--- config.mk ---
export PLATFORM = sky130hd
export DESIGN_NAME = adder_seq_ctrl_flat
export DESIGN_NICKNAME = d
export VERILOG_FILES = /design/src/rtl/adder_seq_ctrl_if.sv /design/src/rtl/adder_4bit.sv /design/src/rtl/adder_seq_ctrl.sv /design/src/flat_wrapper.sv
export SDC_FILE = /design/constraint.sdc
export NUM_CORES = 1
export LEC_CHECK = 0
export BUFFER_PORTS_ARGS = -buffer_cell sky130_fd_sc_hd__buf_2
export CORE_MARGIN = 4
export CORE_UTILIZATION = 54
export DETAILED_ROUTE_END_ITERATION = 6
export MAX_ROUTING_LAYER = met4
export PLACE_DENSITY = 0.87
export SLEW_MARGIN = 20
export SYNTH_ARGS = -nofsm -noshare
export SYNTH_HDL_FRONTEND = slang
export SYNTH_HIERARCHICAL = 1
export SYNTH_SLANG_ARGS = --single-unit
--- constraint.sdc ---
create_clock -name clk -period 10.1 [get_ports clk]
set_input_delay 1.01 -clock clk [delete_from_list [all_inputs] [get_ports clk]]
set_output_delay 1.01 -clock clk [all_outputs]
set_load 0.02 [all_outputs]
--- src/rtl/adder_seq_ctrl_if.sv ---
// Handshake and operand bus between a controller and the nibble-serial adder sequencer.
interface adder_seq_ctrl_if #(
    parameter int unsigned NIBBLES = 4
);
    localparam int unsigned W = 4 * NIBBLES;

    logic         start;
    logic         sub;
    logic         cin;
    logic [W-1:0] op_a;
    logic [W-1:0] op_b;
    logic         busy;
    logic         done;
    logic [W-1:0] sum;
    logic         cout;
    logic         ovf;

    modport master (
        output start, sub, cin, op_a, op_b,
        input  busy, done, sum, cout, ovf
    );

    modport slave (
        input  start, sub, cin, op_a, op_b,
        output busy, done, sum, cout, ovf
    );
endinterface

--- src/rtl/adder_4bit.sv ---
// 4-bit ripple-carry adder slice.
module adder_4bit (
    input  logic [3:0] in_a,
    input  logic [3:0] in_b,
    input  logic       carry_in,
    output logic [3:0] out,
    output logic       carry_out
);
    // Ripple the carry through the four bit positions.
    always_comb begin
        logic c;
        c   = carry_in;
        out = '0;
        for (int i = 0; i < 4; i++) begin
            out[i] = in_a[i] ^ in_b[i] ^ c;
            c      = (in_a[i] & in_b[i]) | (c & (in_a[i] ^ in_b[i]));
        end
        carry_out = c;
    end
endmodule

--- src/rtl/adder_seq_ctrl.sv ---
// Wide add/subtract sequencer: one adder_4bit slice reused LSB-first, one nibble per clock,
// with the inter-nibble carry held in a register.
module adder_seq_ctrl #(
    parameter int unsigned NIBBLES = 4
) (
    input  logic              clk,
    input  logic              rst,
    adder_seq_ctrl_if.slave   bus
);
    localparam int unsigned W  = 4 * NIBBLES;
    localparam int unsigned IW = (NIBBLES > 1) ? $clog2(NIBBLES) : 1;
    localparam logic [IW-1:0] LastIdx = IW'(NIBBLES - 1);

    typedef enum logic [0:0] {StIdle, StRun} state_e;

    state_e                    state_q, state_d;
    logic [IW-1:0]             idx_q, idx_d;
    logic                      carry_q, carry_d;
    logic [NIBBLES-1:0][3:0]   a_q, a_d;
    logic [NIBBLES-1:0][3:0]   b_q, b_d;
    logic [NIBBLES-1:0][3:0]   res_q, res_d;
    logic [W-1:0]              sum_q, sum_d;
    logic                      cout_q, cout_d;
    logic                      ovf_q, ovf_d;
    logic                      done_q, done_d;

    logic [3:0]                nib_out;
    logic                      nib_cout;

    adder_4bit u_slice (
        .in_a      (a_q[idx_q]),
        .in_b      (b_q[idx_q]),
        .carry_in  (carry_q),
        .out       (nib_out),
        .carry_out (nib_cout)
    );

    // State and datapath registers; reset clears everything including the visible result.
    always_ff @(posedge clk or posedge rst) begin
        if (rst) begin
            state_q <= StIdle;
            idx_q   <= '0;
            carry_q <= 1'b0;
            a_q     <= '0;
            b_q     <= '0;
            res_q   <= '0;
            sum_q   <= '0;
            cout_q  <= 1'b0;
            ovf_q   <= 1'b0;
            done_q  <= 1'b0;
        end else begin
            state_q <= state_d;
            idx_q   <= idx_d;
            carry_q <= carry_d;
            a_q     <= a_d;
            b_q     <= b_d;
            res_q   <= res_d;
            sum_q   <= sum_d;
            cout_q  <= cout_d;
            ovf_q   <= ovf_d;
            done_q  <= done_d;
        end
    end

    // Next-state: accept an operation in idle, step one nibble per cycle while running.
    always_comb begin
        state_d = state_q;
        idx_d   = idx_q;
        carry_d = carry_q;
        a_d     = a_q;
        b_d     = b_q;
        res_d   = res_q;
        sum_d   = sum_q;
        cout_d  = cout_q;
        ovf_d   = ovf_q;
        done_d  = 1'b0;

        unique case (state_q)
            StIdle: begin
                if (bus.start) begin
                    a_d     = bus.op_a;
                    // Subtraction is A + ~B + 1: invert B once here, force carry-in to 1.
                    b_d     = bus.sub ? ~bus.op_b : bus.op_b;
                    carry_d = bus.sub ? 1'b1 : bus.cin;
                    idx_d   = '0;
                    state_d = StRun;
                end
            end
            StRun: begin
                res_d[idx_q] = nib_out;
                carry_d      = nib_cout;
                if (idx_q == LastIdx) begin
                    sum_d   = res_d;
                    cout_d  = nib_cout;
                    // Signed overflow against the effective (possibly inverted) B operand.
                    ovf_d   = (a_q[NIBBLES-1][3] == b_q[NIBBLES-1][3]) &&
                              (nib_out[3] != a_q[NIBBLES-1][3]);
                    done_d  = 1'b1;
                    state_d = StIdle;
                end else begin
                    idx_d = idx_q + IW'(1);
                end
            end
            default: state_d = StIdle;
        endcase
    end

    assign bus.busy = (state_q == StRun);
    assign bus.done = done_q;
    assign bus.sum  = sum_q;
    assign bus.cout = cout_q;
    assign bus.ovf  = ovf_q;
endmodule
--- src/flat_wrapper.sv ---
// flat-port wrapper written by rule: the top's interface ports become plain ports
module adder_seq_ctrl_flat 
#(
    parameter int unsigned NIBBLES = 4
)
  (clk, rst, bus_start, bus_sub, bus_cin, bus_op_a, bus_op_b, bus_busy, bus_done, bus_sum, bus_cout, bus_ovf);
  adder_seq_ctrl_if #(.NIBBLES(NIBBLES)) bus_i ();
  input  logic clk;
  input  logic rst;
  input wire logic [$bits(bus_i.start)-1:0] bus_start;
  input wire logic [$bits(bus_i.sub)-1:0] bus_sub;
  input wire logic [$bits(bus_i.cin)-1:0] bus_cin;
  input wire logic [$bits(bus_i.op_a)-1:0] bus_op_a;
  input wire logic [$bits(bus_i.op_b)-1:0] bus_op_b;
  output wire logic [$bits(bus_i.busy)-1:0] bus_busy;
  output wire logic [$bits(bus_i.done)-1:0] bus_done;
  output wire logic [$bits(bus_i.sum)-1:0] bus_sum;
  output wire logic [$bits(bus_i.cout)-1:0] bus_cout;
  output wire logic [$bits(bus_i.ovf)-1:0] bus_ovf;
  assign bus_i.start = bus_start;
  assign bus_i.sub = bus_sub;
  assign bus_i.cin = bus_cin;
  assign bus_i.op_a = bus_op_a;
  assign bus_i.op_b = bus_op_b;
  assign bus_busy = bus_i.busy;
  assign bus_done = bus_i.done;
  assign bus_sum = bus_i.sum;
  assign bus_cout = bus_i.cout;
  assign bus_ovf = bus_i.ovf;
  adder_seq_ctrl #(.NIBBLES(NIBBLES)) u_core (.clk(clk), .rst(rst), .bus(bus_i));
endmodule
==> run summary <==
The final hold violation count was 0; the data required time at the worst endpoint was 10350 ps. The total number of vias was 2047; the share of final-layout standard cells stronger than drive strength 1 was 43.1%. For this run, the number of Yosys warnings is 6.

After clock tree synthesis, the flow added hold-fix buffers numbering 0. After layout, the minimum clock period comes to 3800 ps. The routed metal-1 wirelength is 2.70 mm, and the total clock buffers created by CTS is 9.

The die covers 7720 sq um. Portion of synthesized cell area occupied by the leading cell type: 51.6%. The initial antenna violation count is 0. For the worst-skew pair, the clock arrives at the later sink with an insertion delay of 340 ps. After the last flow step, the layout net total stands at 369. The first global-routing pass estimated 10.0 mm of wire.

The sort of element at the end of the critical path is a register. The number of instances in the synthesized netlist came out at 271. Using the TritonRoute via totals, the vias-per-cell ratio works out to 5.09. Once placement finished, the instance area stood at 3700 sq um. The top layer used by detailed routing was met4.

The routed design uses 311 microns of met3 wire. In this run the post-CTS setup repair buffer count came out at 0. Counting every net in the synthesized netlist gives 318. The most common flop cell mapped by yosys was sky130_fd_sc_hd__dfrtp_1. The quantity of I/O buffers inserted on ports came out at 56. The worst setup path is launched from a register. Yosys mapped a number of flops with a built-in enable equal to 0. The clock passes through at most 2 buffers. The floorplan row count is 28. The tools report the initial detailed-routing violation count as 66. In the post-route analysis, the smallest setup slack over all paths is 6300 ps. The maximum fanout along the worst path is 14, and the amount of wire on met2 after detailed routing is 2.96 mm. Of all flip-flops after synthesis, the portion carrying an async set or reset was 100%.

Of all cell types, the one taking the most synthesized area is sky130_fd_sc_hd__dfrtp_1. The global routing usage summed across all routing layers was 17.8%; the power density normalized to cell area was 397 nW/um^2. TritonCTS built the clock tree. The share of the Yosys chip area taken by registers is 51.6%. The tools report the summed instance area of the synthesized netlist as 3440 sq um. The final clock period utilization by the worst path came out at 37.6%. For the highest ir drop seen on vdd, the log shows 247 uV. The total global routing overflow is 0, and the CTS clock-pin slew for the worst setup and hold paths is 70 ps.

The largest clock skew in the final design is 9.22 ps, and the synthesized area per cell is 12.7 sq um. The standby leakage power is 0.00175 uW. The final wirelength is 6.04 mm, and the hold-critical path depth is 2. The starting density of the core was 56.8%. The worst register-to-register path ends at u_core/bus.ovf. The worst setup path category was reg -> reg. The layout overhead on the synthesized area was 12.4%; the post-CTS resize count was 0. The setup check on the worst reg-to-reg path leaves a slack of 6300 ps.

Via count of the first global-routing pass: 2091. The synthesized design contains 71 register bits. Before antenna repair, the detailed router went through 4 iterations. The count of pins over their slew limit came out at 0. Final hold analysis gives a worst-case slack of 486 ps. For this run, design rule violations remaining after detail routing come to 0. Startpoint of the most critical register-to-register path: u_core/idx_q[0]. Setup repair after global routing left no endpoint under its margin. The run finished with clean final reports. The average wire per standard cell came out at 15.0 microns.

The tools report the final count of negative-setup-slack endpoints as 0. For the weighted congestion reported at the end of routability-driven placement, the log shows 0.795. Number of sinks driven by the clock tree: 71. Counting cells, the worst reg-to-reg path comes to 11. Detailed placement finished with a half-perimeter wire length of 4.33 mm. The achievable frequency came out at 263 MHz. Fill cell instance count of the final layout: 466. The die is 87.9 microns tall. The path class of the lowest-slack min-delay path was reg -> reg.

The run gives 0 as the number of nets with antenna violations after detailed routing. Across the run, the number of max-cap violations was 0. The transition at the pin with the smallest max-transition slack was 871 ps; the horizontal die dimension was 87.9 microns. The tools report the count of unique library cells instantiated by Yosys as 28. CTS built an H-tree with a depth of 3. The startpoint of the tightest hold check path was u_core/b_q[6]. Clock tree synthesis selected as its root buffer the cell sky130_fd_sc_hd__clkbuf_8. For the critical path data arrival time, the log shows 4050 ps. Entering global routing, the biggest net connects 72 pins.

The area inside the core boundary was 6060 sq um; the post-place setup slack was 6310 ps. The antenna diode instance count came out at 0. By count the netlist is led by sky130_fd_sc_hd__dfrtp_1 (71), sky130_fd_sc_hd__mux2_2 (32), sky130_fd_sc_hd__nand2_1 (23). The tools report the end point of the most critical hold path as u_core/b_q[6]. Pin placement for this block handled 57 I/O pins. For the total negative slack for setup checks, the log shows 0 ps. Measured against its own limit, the worst slew margin works out to 41.9%. By instance count, the leading cell after synthesis is sky130_fd_sc_hd__dfrtp_1.

With fillers left out, the area of the finished cells amounts to 3870 sq um. By area the synthesized netlist is led by sky130_fd_sc_hd__dfrtp_1 (52%), sky130_fd_sc_hd__mux2_2 (10%), sky130_fd_sc_hd__mux4_2 (5.2%).
## sequential cells by signal (all words and copies together), names as in the netlist
| name | cells |
|---|---|
| u_core/a_q | 16 |
| u_core/b_q | 16 |
| u_core/bus.busy | 1 |
| u_core/bus.cout | 1 |
| u_core/bus.done | 1 |
| u_core/bus.ovf | 1 |
| u_core/bus.sum | 16 |
| u_core/carry_q | 1 |
| u_core/idx_q | 2 |
| u_core/res_q | 16 |
## report_power, final
part	switching [uW]	leakage (uW)	total, uW	internal [uW]
Clock	100	0.0000959	201	101
Combinational	442	0.000816	801	359
Sequential	101	0.000839	534	432
Total	643	0.00175	1540	893
## cells by family after synthesis
kind of cell / share of synthesized area, %
multiplexers: 20.8
AND/OR/NAND/NOR: 6.90
flip-flops: 51.6
adder cells (fa/ha/maj): 4.51
XOR/XNOR: 4.07
buffers and inverters: 5.38
AO/OA/AOI/OAI: 6.76
## critical path, stage by stage (launching register included)
cell and delay, ps:
sky130_fd_sc_hd__dfrtp_1 740, sky130_fd_sc_hd__mux4_2 610, sky130_fd_sc_hd__fa_1 430, sky130_fd_sc_hd__inv_1 80, sky130_fd_sc_hd__fa_1 180, sky130_fd_sc_hd__inv_1 50
sky130_fd_sc_hd__fa_1 350, sky130_fd_sc_hd__inv_1 80, sky130_fd_sc_hd__fa_1 420, sky130_fd_sc_hd__inv_1 220, sky130_fd_sc_hd__or3b_1 370, sky130_fd_sc_hd__a31oi_1 180
## through the flow
stage | instances | util [%] | power, uW
after detailed placement | 386 | 61.0 | 1350
after CTS | 402 | 63.9 | 1560
after floorplan | 271 | - | 1170
final | 402 | 63.9 | 1540
after global routing | 402 | 63.9 | 1660
after global placement | 386 | 61.0 | 1310
## worst max-delay path by stage
stage	start	to	slack, ps	depth (start not counted)
after detailed placement	u_core/idx_q[0]	u_core/bus.ovf	6310	11
after global placement	u_core/idx_q[0]	u_core/bus.ovf	6460	11
after floorplan	u_core/idx_q[0]	u_core/bus.ovf	6720	13
final	u_core/idx_q[0]	u_core/bus.ovf	6300	11
after CTS	u_core/idx_q[0]	u_core/bus.ovf	6300	11
after global routing	u_core/idx_q[0]	u_core/bus.ovf	6050	11
## cells in the final DEF, fill, tap and decap left out
| cell type | Yosys | routed |
|---|---|---|
| sky130_fd_sc_hd__dfrtp_1 | 71 | 71 |
| sky130_fd_sc_hd__buf_2 | 7 | 56 |
| sky130_fd_sc_hd__mux2_2 | 32 | 32 |
| sky130_fd_sc_hd__nand2_1 | 23 | 23 |
| sky130_fd_sc_hd__o21ai_0 | 17 | 17 |
| sky130_fd_sc_hd__xnor2_1 | 16 | 16 |
| sky130_fd_sc_hd__mux2i_1 | 16 | 16 |
| sky130_fd_sc_hd__nor2_2 | 13 | 13 |
| sky130_fd_sc_hd__a21oi_2 | 12 | 12 |
| sky130_fd_sc_hd__inv_1 | 13 | 12 |
| sky130_fd_sc_hd__clkbuf_8 | 0 | 11 |
| sky130_fd_sc_hd__mux4_2 | 8 | 8 |
| sky130_fd_sc_hd__nor2_1 | 7 | 7 |
| sky130_fd_sc_hd__ha_1 | 6 | 6 |
| sky130_fd_sc_hd__a21oi_1 | 5 | 5 |
| sky130_fd_sc_hd__clkinv_2 | 0 | 4 |
| sky130_fd_sc_hd__fa_1 | 4 | 4 |
| sky130_fd_sc_hd__nand2b_1 | 2 | 2 |
| sky130_fd_sc_hd__buf_4 | 5 | 2 |
| sky130_fd_sc_hd__clkbuf_1 | 1 | 1 |
| sky130_fd_sc_hd__and2_4 | 1 | 1 |
| sky130_fd_sc_hd__nor2b_1 | 1 | 1 |
| sky130_fd_sc_hd__inv_2 | 0 | 1 |
| sky130_fd_sc_hd__or3b_1 | 1 | 1 |
| sky130_fd_sc_hd__nand3b_1 | 1 | 1 |
| sky130_fd_sc_hd__a31oi_1 | 1 | 1 |
| sky130_fd_sc_hd__mux2_4 | 1 | 1 |
| sky130_fd_sc_hd__o22ai_1 | 1 | 1 |
| sky130_fd_sc_hd__o21ai_1 | 1 | 1 |
## metal layers
metal  vias up  track usage (%)
met2        49             27.5
met4         0             6.69
li1       1011                -
met3         9             4.89
met5         -                -
met1       978             22.6
## cell type report
cell class	count	area, sq um	share of cell area, %
Sequential cell	71	1780	45.9
Multi-Input combinational cell	169	1480	38.3
Timing Repair Buffer	58	295	7.63
Clock buffer	12	155	4.01
Tap cell	75	93.8	2.42
Inverter	13	48.8	1.26
Clock inverter	4	20.0	0.517
Note: power is estimated with default switching activity, not from simulation.
